==> src/rtl/rv32i_id_ex_stage.sv <==
// ID/EX pipeline register with the EX-stage operand-forwarding network and load-use detection.
// Define RV32I_FORWARDING_EN to enable EX/MEM and MEM/WB bypass; otherwise RAW hazards stall.
module rv32i_id_ex_stage #(
    parameter int XLEN   = 32,
    parameter int RA_W   = 5,
    parameter int ALUC_W = 4
) (
    input  logic              clk,
    input  logic              rst,
    input  logic              stall,
    input  logic              flush,
    input  logic              id_valid,
    input  logic [XLEN-1:0]   id_pc,
    input  logic [XLEN-1:0]   id_rs1_data,
    input  logic [XLEN-1:0]   id_rs2_data,
    input  logic [XLEN-1:0]   id_imm,
    input  logic [RA_W-1:0]   id_rs1,
    input  logic [RA_W-1:0]   id_rs2,
    input  logic [RA_W-1:0]   id_rd,
    input  logic [ALUC_W-1:0] id_alu_ctrl,
    input  logic              id_src_imm,
    input  logic              id_src_pc,
    input  logic              id_reg_write,
    input  logic              id_mem_read,
    input  logic              id_mem_write,
    input  logic [RA_W-1:0]   mem_rd,
    input  logic              mem_reg_write,
    input  logic [XLEN-1:0]   mem_result,
    input  logic [RA_W-1:0]   wb_rd,
    input  logic              wb_reg_write,
    input  logic [XLEN-1:0]   wb_result,
    output logic              ex_valid,
    output logic [XLEN-1:0]   ex_alu_a,
    output logic [XLEN-1:0]   ex_alu_b,
    output logic [ALUC_W-1:0] ex_alu_ctrl,
    output logic [XLEN-1:0]   ex_store_data,
    output logic [XLEN-1:0]   ex_pc,
    output logic [RA_W-1:0]   ex_rd,
    output logic              ex_reg_write,
    output logic              ex_mem_read,
    output logic              ex_mem_write,
    output logic              hazard_stall
);

    logic              valid_q;
    logic [XLEN-1:0]   pc_q;
    logic [XLEN-1:0]   rs1_data_q;
    logic [XLEN-1:0]   rs2_data_q;
    logic [XLEN-1:0]   imm_q;
    logic [RA_W-1:0]   rs1_q;
    logic [RA_W-1:0]   rs2_q;
    logic [RA_W-1:0]   rd_q;
    logic [ALUC_W-1:0] alu_ctrl_q;
    logic              src_imm_q;
    logic              src_pc_q;
    logic              reg_write_q;
    logic              mem_read_q;
    logic              mem_write_q;

    always_ff @(posedge clk or posedge rst) begin
        if (rst) begin
            valid_q     <= 1'b0;
            pc_q        <= '0;
            rs1_data_q  <= '0;
            rs2_data_q  <= '0;
            imm_q       <= '0;
            rs1_q       <= '0;
            rs2_q       <= '0;
            rd_q        <= '0;
            alu_ctrl_q  <= '0;
            src_imm_q   <= 1'b0;
            src_pc_q    <= 1'b0;
            reg_write_q <= 1'b0;
            mem_read_q  <= 1'b0;
            mem_write_q <= 1'b0;
        end else if (flush) begin
            // Bubble: only the qualifying bits matter, data fields simply hold.
            valid_q     <= 1'b0;
            reg_write_q <= 1'b0;
            mem_read_q  <= 1'b0;
            mem_write_q <= 1'b0;
        end else if (!stall) begin
            valid_q     <= id_valid;
            pc_q        <= id_pc;
            rs1_data_q  <= id_rs1_data;
            rs2_data_q  <= id_rs2_data;
            imm_q       <= id_imm;
            rs1_q       <= id_rs1;
            rs2_q       <= id_rs2;
            rd_q        <= id_rd;
            alu_ctrl_q  <= id_alu_ctrl;
            src_imm_q   <= id_src_imm;
            src_pc_q    <= id_src_pc;
            reg_write_q <= id_reg_write & id_valid;
            mem_read_q  <= id_mem_read & id_valid;
            mem_write_q <= id_mem_write & id_valid;
        end
    end

    logic [XLEN-1:0] fwd_rs1;
    logic [XLEN-1:0] fwd_rs2;
    logic            load_use;

    assign load_use = ex_valid & ex_mem_read & (ex_rd != '0) & id_valid
                    & ((ex_rd == id_rs1) | (ex_rd == id_rs2));

`ifdef RV32I_FORWARDING_EN
    // EX/MEM is the younger producer, so it takes precedence over MEM/WB.
    always_comb begin
        fwd_rs1 = rs1_data_q;
        if (mem_reg_write && (mem_rd != '0) && (mem_rd == rs1_q))
            fwd_rs1 = mem_result;
        else if (wb_reg_write && (wb_rd != '0) && (wb_rd == rs1_q))
            fwd_rs1 = wb_result;
    end

    always_comb begin
        fwd_rs2 = rs2_data_q;
        if (mem_reg_write && (mem_rd != '0) && (mem_rd == rs2_q))
            fwd_rs2 = mem_result;
        else if (wb_reg_write && (wb_rd != '0) && (wb_rd == rs2_q))
            fwd_rs2 = wb_result;
    end

    assign hazard_stall = load_use;
`else
    logic raw_rs1;
    logic raw_rs2;
    logic unused_fwd;

    assign fwd_rs1 = rs1_data_q;
    assign fwd_rs2 = rs2_data_q;

    // MEM/WB producers are covered by the regfile's write-before-read.
    assign raw_rs1 = (id_rs1 != '0) & ((ex_reg_write & (ex_rd == id_rs1))
                                     | (mem_reg_write & (mem_rd == id_rs1)));
    assign raw_rs2 = (id_rs2 != '0) & ((ex_reg_write & (ex_rd == id_rs2))
                                     | (mem_reg_write & (mem_rd == id_rs2)));
    assign hazard_stall = load_use | (id_valid & (raw_rs1 | raw_rs2));

    assign unused_fwd = ^{mem_result, wb_rd, wb_reg_write, wb_result, rs1_q, rs2_q};
`endif

    assign ex_valid      = valid_q;
    assign ex_pc         = pc_q;
    assign ex_rd         = rd_q;
    assign ex_alu_ctrl   = alu_ctrl_q;
    assign ex_reg_write  = reg_write_q & valid_q;
    assign ex_mem_read   = mem_read_q & valid_q;
    assign ex_mem_write  = mem_write_q & valid_q;
    assign ex_alu_a      = src_pc_q ? pc_q : fwd_rs1;
    assign ex_alu_b      = src_imm_q ? imm_q : fwd_rs2;
    assign ex_store_data = fwd_rs2;

endmodule

==> config.mk <==
export PLATFORM = sky130hd
export DESIGN_NAME = rv32i_id_ex_stage
export DESIGN_NICKNAME = d
export VERILOG_FILES = /design/src/rtl/rv32i_id_ex_stage.sv
export SDC_FILE = /design/constraint.sdc
export NUM_CORES = 1
export LEC_CHECK = 0
export BUFFER_PORTS_ARGS = -buffer_cell sky130_fd_sc_hd__buf_2
export CORE_AREA = 3 3 146 148
export DETAILED_ROUTE_END_ITERATION = 7
export DIE_AREA = 0 0 149 151
export GPL_ROUTABILITY_DRIVEN = 0
export PLACE_DENSITY_LB_ADDON = 0.08
export SYNTH_ARGS = -nofsm -noshare
export SYNTH_HDL_FRONTEND = slang
export SYNTH_SLANG_ARGS = --single-unit
export TNS_END_PERCENT = 20
==> constraint.sdc <==
create_clock -name clk -period 5.8 [get_ports clk]
set_input_delay 1.74 -clock clk [delete_from_list [all_inputs] [get_ports clk]]
set_output_delay 1.74 -clock clk [all_outputs]
set_load 0.01 [all_outputs]
# After elaboration in Yosys (flattened, before gate mapping)
# Cells that the tools add are included.
# totals
register_bits	143
out_inout_bits	142
# op_classes
n_eq_ne	5
n_mux	10
bitwise_logic	24
reduce_logical	4
# op_table
cell	n
two-way mux 32 bit	2
equality test 5 bit	4
AND 1 bit	17
nonzero test 5 bit	3
two-way mux 1 bit	8
bitwise OR 1 bit	5
inequality test 2 x 1 -> 1 bit (second input constant)	1
NOT 1 bit	2
AND reduction 2 bit	1

# Depth between registers and ports, before layout
# Gate-level depths: netlist of run 1.
# depth
depth_word	7
ltp_mapped	5
ltp_nobuf	5

# Worst setup path before layout of run 1
# Ideal clock, no wire load.
# synth_path
path_type	input to output
from	input port id_rs2[1]
to	output port hazard_stall
arrival_time_ps	2755
required_time_ps	4060
path_slack_ps	1305
stages	5
path_buffers	0
cell_sequence	or4_1 -> nor2_1 -> o21ai_1 -> a41oi_2 -> a31oi_1
# synth_between
elab_chain_len	7
# synth_rtl
item	line_no	source
start: declaration	18	input logic [RA_W-1:0] id_rs2,
equality test 5 bit, on equally long branches	105, 137, 138	
AND 1 bit, on equally long branches	137, 138	
bitwise OR 1 bit	138	| (mem_reg_write & (mem_rd == id_rs2)));
AND 1 bit	137	assign raw_rs2 = (id_rs2 != '0) & ((ex_reg_write & (ex_rd == id_rs2))
bitwise OR 1 bit	139	assign hazard_stall = load_use | (id_valid & (raw_rs1 | raw_rs2));
AND 1 bit	139	
bitwise OR 1 bit *	139	
end: declaration	42	output logic hazard_stall
# Every way passes the cells marked *; elsewhere a longest branch is shown, timed or not.

# Final worst setup path of run 1
# Ends and elaborated chain as after synthesis.

==> summary.md, run 1 <==
| Metric | Value |
|---|---|
| # setup viols final | 0 |
| Yosys reg bits | approximately 140 |
| Num CTS Buffers | 17 |
| Post-Syn Area per Cell | roughly 15 µm² |
| Post-layout min period | slightly below 5 ns |
| CTS tree | done |
| Main combinational cell family by area after synthesis | multiplexers |
| Syn Std Cell Area | 6345 µm² |
| NetSw | approximately 0.86 mW |
| Num Clock Sinks | between 100 and 150 |
| GRT Resource Usage Total | around 15% |
| Residual DRC count | 0 |
| HPWL after DPL | 12,670 µm |
| Synth cell count leaders | mux2_2 (203), dfrtp_1 (143), buf_2 (17) |
| Sequential power share | approximately two fifths |
| Pwr dens | 348.0 nW/µm² |
| Die footprint | 22,500 µm² |
| DRT iter0 DRCs | between 80 and 90 |
| CTS Hold Bufs | 0 |
| Post-synth top area share | between 50% and 60% |
| DR vias | approximately 4.6k |
| # port buffers | just over 300 |
| Setup TNS Final | 0 ns |
| Worst skew pair latency | ~0.41 ns |
| Remaining antenna violation count after routing | 0 |
| Worst slew pin tran | 0.9877 ns |
| Worst endpoint required time | about 4.1 ns |
| Clock power frac | a little over a third |
| Arrival time at the worst endpoint | between 3 and 4 ns |
| Max Freq | 207.2 MHz |
| Adder-Cell Fraction of Synth Area | 0% |
| Placed cells | around 980 |
| Asr flop ratio synth | 100.0% |
| Top cell type by total area after synthesis | dfrtp_1 |
| Peak supply drop | 0.0001833 V |
| Unique masters post-synth | 24 |
| Compound-Gate Fraction of Synth Area | under 10% |
| Height of the die | 151 µm |
| Worst reg2reg path depth | 1 |
| Post-CTS Setup Repair Bufs | 0 |
| CP Launch Type | input pin |
| Syn Inst Count | around 420 |
| Net count of the mapped netlist | around 660 |
| Row cnt | between 50 and 60 |
| Post-Route WL | roughly 17,000 µm |
| Critical path capture point type | primary output |
| Clock skew | 0 ns |
| IO Pins | roughly 380 |
| Hold endpoint | ex_alu_ctrl[1] |
| Terminus of the critical flop-to-flop path | src_imm_q |
| Total grt overflow | 0 |
| Initial core utilization | 31.46% |
| First-pass GRT wire length | between 20,000 and 30,000 µm |
| RSZ-0062 raised after global routing | no |
| DRT Pass-1 Iters | 4 |
| Comb pwr share | between 20% and 30% |
| Multiplexer share of the synthesized area | between 30 and 40% |
| Placed cell area | roughly 8100 µm² |
| Core area | about 20,000 µm² |
| Post-DR wirelength/cell | roughly 17 µm |
| Fin crit share | 83.23% |
| Nets@finish | around 960 |
| WHS Path Cells | 1 |
| Initial antenna violation count | 0 |
| Relative slew slack | about a third |
| Fin cells | 1,011 |
| Crit path kind | input pin to primary output |
| CTS H-tree depth | 4 |
| Most frequent cell after synthesis | mux2_2 |
| Hold Startpoint | ex_alu_ctrl[1] |
| Static Leakage | between 4 and 5 nW |
| Sw Share | 28.13% |
| Resized cells post-CTS | 0 |
| Root buffer cell | clkbuf_16 |
| Worst hold slack | between 0.5 and 0.6 ns |
| Share of cells above drive strength 1 | roughly three quarters |
| Slew Limit Fails | 0 |
| MaxCap Viol Count | 0 |
| Synth Area in XOR/XNOR | under 10% |
| Worst Path Max Fanout | 3 |
| Clock slew at reported path FFs | around 0.06 ns |
| Int Power | roughly 2.2 mW |
| Worst r2r src | src_imm_q |
| Status | finished clean |
| Register area share after synthesis | between 50% and 60% |
| Width of the chip | between 100 and 150 µm |
| Hold Path Class | flip-flop to flip-flop |
| Largest net degree at the start of global routing | 108 |
| Vias in the first global route | 4,992 |
| Vias per Instance | 4.531 |
| Clock buffer depth | 2 |
| P&R area growth vs syn | 37.92% |
| Post-route cell area | 8751 µm² |
| Flop-to-flop setup slack | roughly 4.5 ns |
| Hold Vio Cnt, Final | 0 |
| Synth Warn # | 0 |
| Ys flop type | dfrtp_1 |
| Post-synth EDFFs | 0 |
| Simple-gate portion of the synthesized area | between 1.5 and 2% |
| Synth area leaders | dfrtp_1 (56%), mux2_2 (36%), xnor2_1 (1.5%), buf_2 (1.3%), xor2_1 (1.2%) |
| Diodes inserted | 0 |
through the flow:
| stage | power (mW) | setup WS (ns) | utilization, % |
|---|---|---|---|
| finish | 3.045 | 0.9727 | 43.39 |
| global placement | 1.959 | 0.9631 | 40.40 |
| CTS | 3.105 | 0.9788 | 43.39 |
| floorplan | 1.656 | 0.2221 | - |
| detailed placement | 1.974 | 0.9810 | 40.40 |
| global route | 3.215 | 0.9232 | 43.39 |
critical path: stages:
cell	delay, ns
buf_2	0.12
or4_1	0.51
nor2_1	0.15
o21ai_1	0.09
a41oi_2	0.20
a31oi_1	0.11
buf_2	0.16
sequential cells by signal (all words and copies together), names as in the netlist, 4 cells and up:
name           cells
ex_pc             32
imm_q             32
ex_alu_ctrl        4
ex_store_data     32
ex_rd              5
fwd_rs1           32
cell families (layout without fill, tap and decap cells):
logic type,Yosys count,count (layout)
multiplexers,203,203
XOR/XNOR,20,20
flip-flops,143,143
AO/OA/AOI/OAI,9,9
buffers and inverters,26,344
AND/OR/NAND/NOR,22,22
power groups by stage:
stage / sequential, mW / combinational, mW / clock (mW)
after detailed placement: 1.27 / 0.705 / 0
after global routing: 1.27 / 0.755 / 1.19
final: 1.25 / 0.692 / 1.10
after CTS: 1.25 / 0.708 / 1.15
after floorplan: 1.27 / 0.388 / 0
after global placement: 1.26 / 0.698 / 0
how the worst max path moves through the flow:
stage	to	from	slack (ns)	cells after the start
floorplan	ex_alu_ctrl[0]	rst	0.22	1
global placement	hazard_stall	id_rs2[1]	0.96	7
detailed placement	hazard_stall	id_rs2[1]	0.98	7
CTS	hazard_stall	id_rs2[1]	0.98	7
global route	hazard_stall	id_rs2[1]	0.92	7
finish	hazard_stall	id_rs2[1]	0.97	7
cell usage in the layout (no fill, tap or decap), types with 3 or more instances in the layout:
master and n:
mux2_2 203, buf_4 5, or4_1 3, dfrtp_1 142, buf_2 304, xnor2_1 11
xor2_1 9, nor2_1 6, inv_6 7, clkbuf_16 17, a22oi_1 3
layout make-up:
cell class	count	area [µm²]
Timing Repair Buffer	309	1559
Inverter	3	16.27
Clock inverter	13	150.1
Multi-Input combinational cell	254	2655
Clock buffer	19	452.9
Sequential cell	143	3580
Tap cell	270	337.8
Fill cell	1964	11420
routing by layer:
layer,global-route usage [%],up-vias,routed length [µm]
met2,26.18,174,8936
li1,-,2139,-
met4,4.531,0,204
met3,6.134,15,1594
met5,0,-,0
met1,16.95,2253,6470
(Power assumes the default switching activity.)
==> inputs of run 2 (changes only) <==
--- a/config.mk
+++ b/config.mk
@@ -5,10 +5,11 @@
 export SDC_FILE = /design/constraint.sdc
 export NUM_CORES = 1
 export LEC_CHECK = 0
+export ABC_AREA = 1
 export BUFFER_PORTS_ARGS = -buffer_cell sky130_fd_sc_hd__buf_2
-export CORE_AREA = 3 3 146 148
+export CORE_AREA = 3 3 145 147
 export DETAILED_ROUTE_END_ITERATION = 7
-export DIE_AREA = 0 0 149 151
+export DIE_AREA = 0 0 148 150
 export GPL_ROUTABILITY_DRIVEN = 0
 export PLACE_DENSITY_LB_ADDON = 0.08
 export SYNTH_ARGS = -nofsm -noshare
==> constraint.sdc (replaced) <==
create_clock -name clk -period 4.04 [get_ports clk]
set_input_delay 1.212 -clock clk [delete_from_list [all_inputs] [get_ports clk]]
set_output_delay 1.212 -clock clk [all_outputs]
set_load 0.01 [all_outputs]
==> run 2 against run 1 <==
Effect of this change:
- power rose by 42%
- clock power rose by 45%
- first-iteration DRC count rose to 2.7 times the previous value
- setup slack got worse by 0.35 ns
- global-route usage rose by 1.7 points
- critical path depth rose by 4
- final area rose by 4.0%
- wire length rose by 8.4%
- non-clock buffer count rose by 9
- core utilization rose by 2.0 points
- synthesized area rose by 4.8%
- final cell count rose by 26%
- critical endpoint unchanged
==> summary.md, run 2 <==
| Metric | Value |
|---|---|
| Remaining antenna violation count after routing | 0 |
| DRT Pass-1 Iters | 6 |
| DRT iter0 DRCs | between 200 and 250 |
| Most frequent cells in the layout | buf_2 (304), nand2_1 (178), dfrtp_1 (141) |
| Clock slew at reported path FFs | 0.06 ns |
| Largest net degree at the start of global routing | 76 |
| Status | finished clean |
| Relative slew slack | approximately 43% |
| Main combinational cell family by area after synthesis | multiplexers |
| Post-Syn Area per Cell | 9.620 µm² |
| Post-CTS Setup Repair Bufs | 0 |
| Synth cell count leaders | nand2_1 (178), dfrtp_1 (143), o21ai_0 (138) |
| Num CTS Buffers | 17 |
| Register area share after synthesis | between 50% and 60% |
| Initial antenna violation count | 2 |
| Worst endpoint required time | roughly 2.8 ns |
| Net count of the mapped netlist | between 900 and 1k |
| Initial core utilization | 33.17% |
| First-pass GRT wire length | between 20,000 and 30,000 µm |
| Critical path capture point type | primary output |
| CP Launch Type | input pin |
| Top cell type by total area after synthesis | dfrtp_1 |
| Width of the chip | about 150 µm |
| RSZ-0062 raised after global routing | no |
| Flop-to-flop setup slack | 2.79 ns |
| Clock buffer depth | 2 |
| Post-Route WL | ~19,000 µm |
| Post-route cell area | about 9000 µm² |
| Register area | between 3000 and 4000 µm² |
| Arrival time at the worst endpoint | between 2 and 2.5 ns |
| Synth Warn # | 0 |
| Multi-input gate area | roughly 2500 µm² |
| Met3 usage | between 6 and 7% |
| Post-DR wirelength/cell | about 15 µm |
| IO Pins | 375 |
| Post-layout min period | ~3.4 ns |
| Met1 usage | 22.02% |
| Nets@finish | between 1k and 1.5k |
| HPWL after DPL | approximately 14,000 µm |
| CTS H-tree depth | 4 |
| Simple-gate portion of the synthesized area | approximately 12% |
| Row cnt | 52 |
| Slew Limit Fails | 0 |
| Met2 Resource Use GR | about a quarter |
| Resized cells post-CTS | 0 |
| MaxCap Viol Count | 0 |
| Diodes inserted | 0 |
| Die footprint | roughly 22,000 µm² |
| Residual DRC count | 0 |
| Worst skew pair latency | 0.41 ns |
| Max Freq | a little under 300 MHz |
| Hold Path Class | flip-flop to flip-flop |
| Ys flop type | dfrtp_1 |
| Unique masters post-synth | 18 |
| Crit path kind | input pin to primary output |
| Placed cells | approximately 1.2k |
| Leading cell type in the layout, fill and taps excluded | buf_2 |
| Height of the die | approximately 150 µm |
| Vias in the first global route | approximately 5.5k |
| Root buffer cell | clkbuf_16 |
| Static Leakage | 4.790 nW |
| DR vias | around 5.6k |
| Final Power | ~4.3 mW |
| Share of cells above drive strength 1 | between 40 and 50% |
| Yosys reg bits | 143 |
| Num Clock Sinks | about 140 |
| Pwr dens | around 470 nW/µm² |
| Vias per Instance | between 4 and 5 |
| Asr flop ratio synth | 100.0% |
| Multiplexer share of the synthesized area | roughly 15% |
| Peak supply drop | approximately 0.00027 V |
| Hold Vio Cnt, Final | 0 |
| GRT busiest layer | met2 |
| Syn Inst Count | about 690 |
| # setup viols final | 0 |
| # fillers | around 2.1k |
| Syn Std Cell Area | between 6000 and 7000 µm² |
| Worst hold slack | 0.5016 ns |
| Core area | about 20,000 µm² |
| Compound-Gate Fraction of Synth Area | approximately 11% |
| Most frequent cell after synthesis | nand2_1 |
| CTS Hold Bufs | 0 |
| Post-synth top area share | 53.83% |
| Synth Area in XOR/XNOR | 0.3953% |
| GRT Resource Usage Total | between 15 and 20% |
| Fin cells | approximately 1.3k |
| P&R area growth vs syn | 36.93% |
| Clock skew | 0 ns |
| Setup TNS Final | 0 ns |
| Worst Path Max Fanout | 4 |
| Post-synth EDFFs | 0 |
| # port buffers | 304 |
| Fin crit share | a little over four fifths |
| Placed cell area | 8507 µm² |
| Total grt overflow | 0 |
| Adder-Cell Fraction of Synth Area | 0% |
| CTS tree | done |
| Worst slew pin tran | 0.8502 ns |
| Synth area leaders | dfrtp_1 (54%), mux2_4 (11%), o21ai_0 (10%), nand2_1 (10%), inv_1 (4.9%) |
[run 2: cell families after synthesis]
logic type                count (synthesis)
AOI/OAI and AO/OA                       142
xor gates and xnor gates                  3
DFF                                     143
and+or+nand+nor                         209
buffers and inverters                   123
muxes                                    71
[run 2: final cells by class]
class                           count  share of cell area [%]
Tap cell                          270                   3.711
Multi-Input combinational cell    425                   27.99
Sequential cell                   143                   39.34
Timing Repair Buffer              318                   18.83
Clock buffer                       19                   4.866
Inverter                           86                   3.588
Clock inverter                     13                   1.677
[run 2: routing by layer]
| layer | wire (µm) | up-vias |
|---|---|---|
| li1 | - | 2818 |
| met1 | 8236 | 2556 |
| met2 | 8571 | 193 |
| met3 | 1627 | 14 |
| met4 | 183 | 4 |
| met5 | 27 | - |
[run 2: worst max-delay path: stages]
cell,delay (ns)
buf_2,0.10
inv_1,0.11
o21ai_0,0.09
nor2_1,0.18
nand4_1,0.11
nand2_1,0.07
nand2_1,0.05
nand2_1,0.05
nand2_1,0.04
nand2_1,0.06
buf_2,0.12
[run 2: path summary, 6_finish.rpt]
kind,to,cells after the start,start
setup / recovery,hazard_stall,11,id_rs1[1]
hold / removal,ex_alu_ctrl[1],1,ex_alu_ctrl[1]
max in group asynchronous,src_imm_q,3,rst
hold reg to reg,ex_alu_ctrl[1],1,ex_alu_ctrl[1]
min in group asynchronous,ex_pc[6],2,rst
setup reg to reg,src_pc_q,1,src_pc_q
[run 2: through the flow]
step                      utilization [%]  setup slack [ns]
after floorplan                         -            0.9985
after global placement              42.45            0.6487
after detailed placement            42.45            0.6409
after CTS                           45.42            0.6359
after global routing                45.42            0.4780
final                               45.42            0.6255
[run 2: power breakdown]
group	switching [mW]	total [mW]	internal, mW
clock	0.646	1.59	0.940
combinational	0.511	0.968	0.457
sequential	0.137	1.76	1.63
total	1.29	4.32	3.02
==> inputs of run 3 (changes only) <==
--- a/config.mk
+++ b/config.mk
@@ -5,11 +5,11 @@
 export SDC_FILE = /design/constraint.sdc
 export NUM_CORES = 1
 export LEC_CHECK = 0
-export ABC_AREA = 1
+export ABC_AREA = 0
 export BUFFER_PORTS_ARGS = -buffer_cell sky130_fd_sc_hd__buf_2
-export CORE_AREA = 3 3 145 147
+export CORE_AREA = 3 3 146 148
 export DETAILED_ROUTE_END_ITERATION = 7
-export DIE_AREA = 0 0 148 150
+export DIE_AREA = 0 0 149 151
 export GPL_ROUTABILITY_DRIVEN = 0
 export PLACE_DENSITY_LB_ADDON = 0.08
 export SYNTH_ARGS = -nofsm -noshare
==> constraint.sdc (replaced) <==
create_clock -name clk -period 3.05 [get_ports clk]
set_input_delay 0.915 -clock clk [delete_from_list [all_inputs] [get_ports clk]]
set_output_delay 0.915 -clock clk [all_outputs]
set_load 0.01 [all_outputs]
==> run 3 against run 2 <==
Effect of this change:
- the run now ends with setup timing left
- register-to-register slack worse by 0.88 ns
- sequential share of layout area grew 0.95 points
- non-clock buffer count fell by 3
- final cell count down 20%
- power is 34% higher
- via count fell by 17%
- setup slack worse by 0.70 ns
- first-iteration DRC count fell by 52%
- core utilization down 1.4 points
- count of clock-buffer cells in the layout increased by 3
- largest cell class unchanged
- largest power group unchanged
==> summary.md, run 3 (same netlist as run 1, synthesis figures left out) <==
| Metric | Value |
|---|---|
| Max Freq | about 320 MHz |
| Leading cell type in the layout, fill and taps excluded | buf_2 |
| Critical path origin | id_rs2[1] |
| Clock slew at reported path FFs | approximately 0.06 ns |
| Post-route cell area | a little under 9000 µm² |
| Die footprint | about 22,000 µm² |
| DRT Pass-1 Iters | 4 |
| HPWL after DPL | about 13,000 µm |
| Peak supply drop | 0.0003363 V |
| Vias per Instance | between 4 and 5 |
| Largest delay contributor family on the critical path | simple AND/OR/NAND/NOR gates |
| Post-layout min period | between 3 and 4 ns |
| Hold Vio Cnt, Final | 0 |
| Worst Setup EP | hazard_stall |
| Setup WS pre-CTS | -0.1301 ns |
| Worst endpoint required time | 2.13 ns |
| Fin crit share | 102.4% |
| Num Clock Sinks | 143 |
| Share of cells above drive strength 1 | 74.70% |
| Largest net degree at the start of global routing | between 70 and 80 |
| Worst r2r src | src_imm_q |
| Worst skew pair latency | about 0.4 ns |
| RSZ-0062 raised after global routing | yes |
| Wire length on met3 | 1647 µm |
| Most frequent cells in the layout | buf_2 (304), mux2_2 (203), dfrtp_1 (143) |
| Worst path bufs/invs | 2 |
| Clock buffer depth | 2 |
| Relative slew slack | between 50 and 60% |
| Worst slew pin tran | slightly above 0.6 ns |
| Placed cell area | slightly above 8000 µm² |
| First-pass GRT wire length | roughly 26,000 µm |
| Terminus of the critical flop-to-flop path | src_imm_q |
| CTS tree | done |
| Crit-path cells | buf_2 -> or4_4 -> nor2_4 -> nor4_2 -> a41oi_2 -> a31oi_2 -> buf_2 |
| Pwr dens | 652.6 nW/µm² |
| Met1 wire length | around 6400 µm |
| Crit path kind | input pin to primary output |
| P&R area growth vs syn | 39.97% |
| Status | finished with violations |
| CTS H-tree depth | 4 |
| Width of the chip | roughly 150 µm |
| Worst Path Max Fanout | 2 |
| Root buffer cell | clkbuf_16 |
| Worst hold slack | roughly 0.50 ns |
| Core area | between 20,000 and 25,000 µm² |
| Hold Path Class | flip-flop to flip-flop |
| Cell mode on critical path | buf_2 |
| MaxCap Viol Count | 0 |
| Flop-to-flop setup slack | 1.91 ns |
| Arrival time at the worst endpoint | about 2.2 ns |
| IO Pins | between 300 and 400 |
| Diodes inserted | 0 |
| Height of the die | between 150 and 200 µm |
| Vias in the first global route | about 5.0k |
| # port buffers | around 300 |
| Post-DR wirelength/cell | about 17 µm |
| Residual DRC count | 0 |
| DR vias | about 4.6k |
| Row cnt | 52 |
| GRT Resource Usage Total | 14.83% |
| # setup viols final | 1 |
| Final core occ | between 40% and 50% |
| Initial antenna violation count | 0 |
| Top Metal Used | met4 |
| Static Leakage | between 4 and 5 nW |
| CP Launch Type | input pin |
| Nets@finish | between 900 and 1k |
| Critical path depth | 7 |
| Failing checks | setup timing |
| Slew Limit Fails | 0 |
| Clock skew | 0 ns |
| Num CTS Buffers | 17 |
| Post-Route WL | roughly 17,000 µm |
| Worst reg2reg path depth | 2 |
| Critical path's slowest cell | or4_4 |
| Worst setup margin | -0.07307 ns |
| CTS Hold Bufs | 0 |
| Post-CTS Setup Repair Bufs | 0 |
| Slowest cell delay on critical path | between 0.5 and 0.6 ns |
| Total grt overflow | 0 |
| Met2 Wirelength | ~9000 µm |
| Remaining antenna violation count after routing | 0 |
| DRT iter0 DRCs | roughly 110 |
| Initial core utilization | 31.46% |
| Critical path capture point type | primary output |
run 3: power by group:
part	internal [mW]	leakage (nW)	switching, mW	total (mW)
Combinational	0.742	2.19	0.612	1.35
Sequential	2.17	1.69	0.183	2.36
Clock	1.28	0.284	0.801	2.08
run 3: worst min-delay path by stage:
stage,startpoint,cells after the start,slack [ns],to
after detailed placement,ex_alu_ctrl[0],1,0.49,ex_alu_ctrl[0]
after CTS,ex_alu_ctrl[0],1,0.51,ex_alu_ctrl[0]
after global placement,imm_q[31],1,0.48,imm_q[31]
final,ex_alu_ctrl[3],1,0.50,ex_alu_ctrl[3]
after global routing,imm_q[0],1,0.51,imm_q[0]
after floorplan,imm_q[10],1,0.47,imm_q[10]
run 3: area by class of cell:
class | count | area (µm²)
fillers | 1932 | 11290
flip-flops and latches | 143 | 3578
multi-input cells | 254 | 2683
repair buffers | 315 | 1667
clock buffers | 22 | 474.2
well taps | 270 | 337.8
clock inverters | 10 | 126.4
inverters | 3 | 15.01
run 3: through the flow:
step / power (mW) / cells / TNS [ns]
after global routing: 6.112 / 1017 / -0.1002
final: 5.795 / 1017 / -0.07307
after detailed placement: 3.777 / 985 / -0.1301
after global placement: 3.748 / 985 / -0.1465
after floorplan: 3.150 / 423 / 0
after CTS: 5.905 / 1017 / -0.08877
run 3: timing repair:
item	CTS	global route
resized for setup	5	1
pin swaps	3	1
endpoints found under the setup margin	1	1
run 3: routing by layer:
| layer | GRT usage, % | up-vias |
|---|---|---|
| li1 | - | 2143 |
| met1 | 16.26 | 2294 |
| met2 | 26.61 | 179 |
| met4 | 4.119 | 0 |
| met5 | 0 | - |
| met3 | 5.984 | 11 |
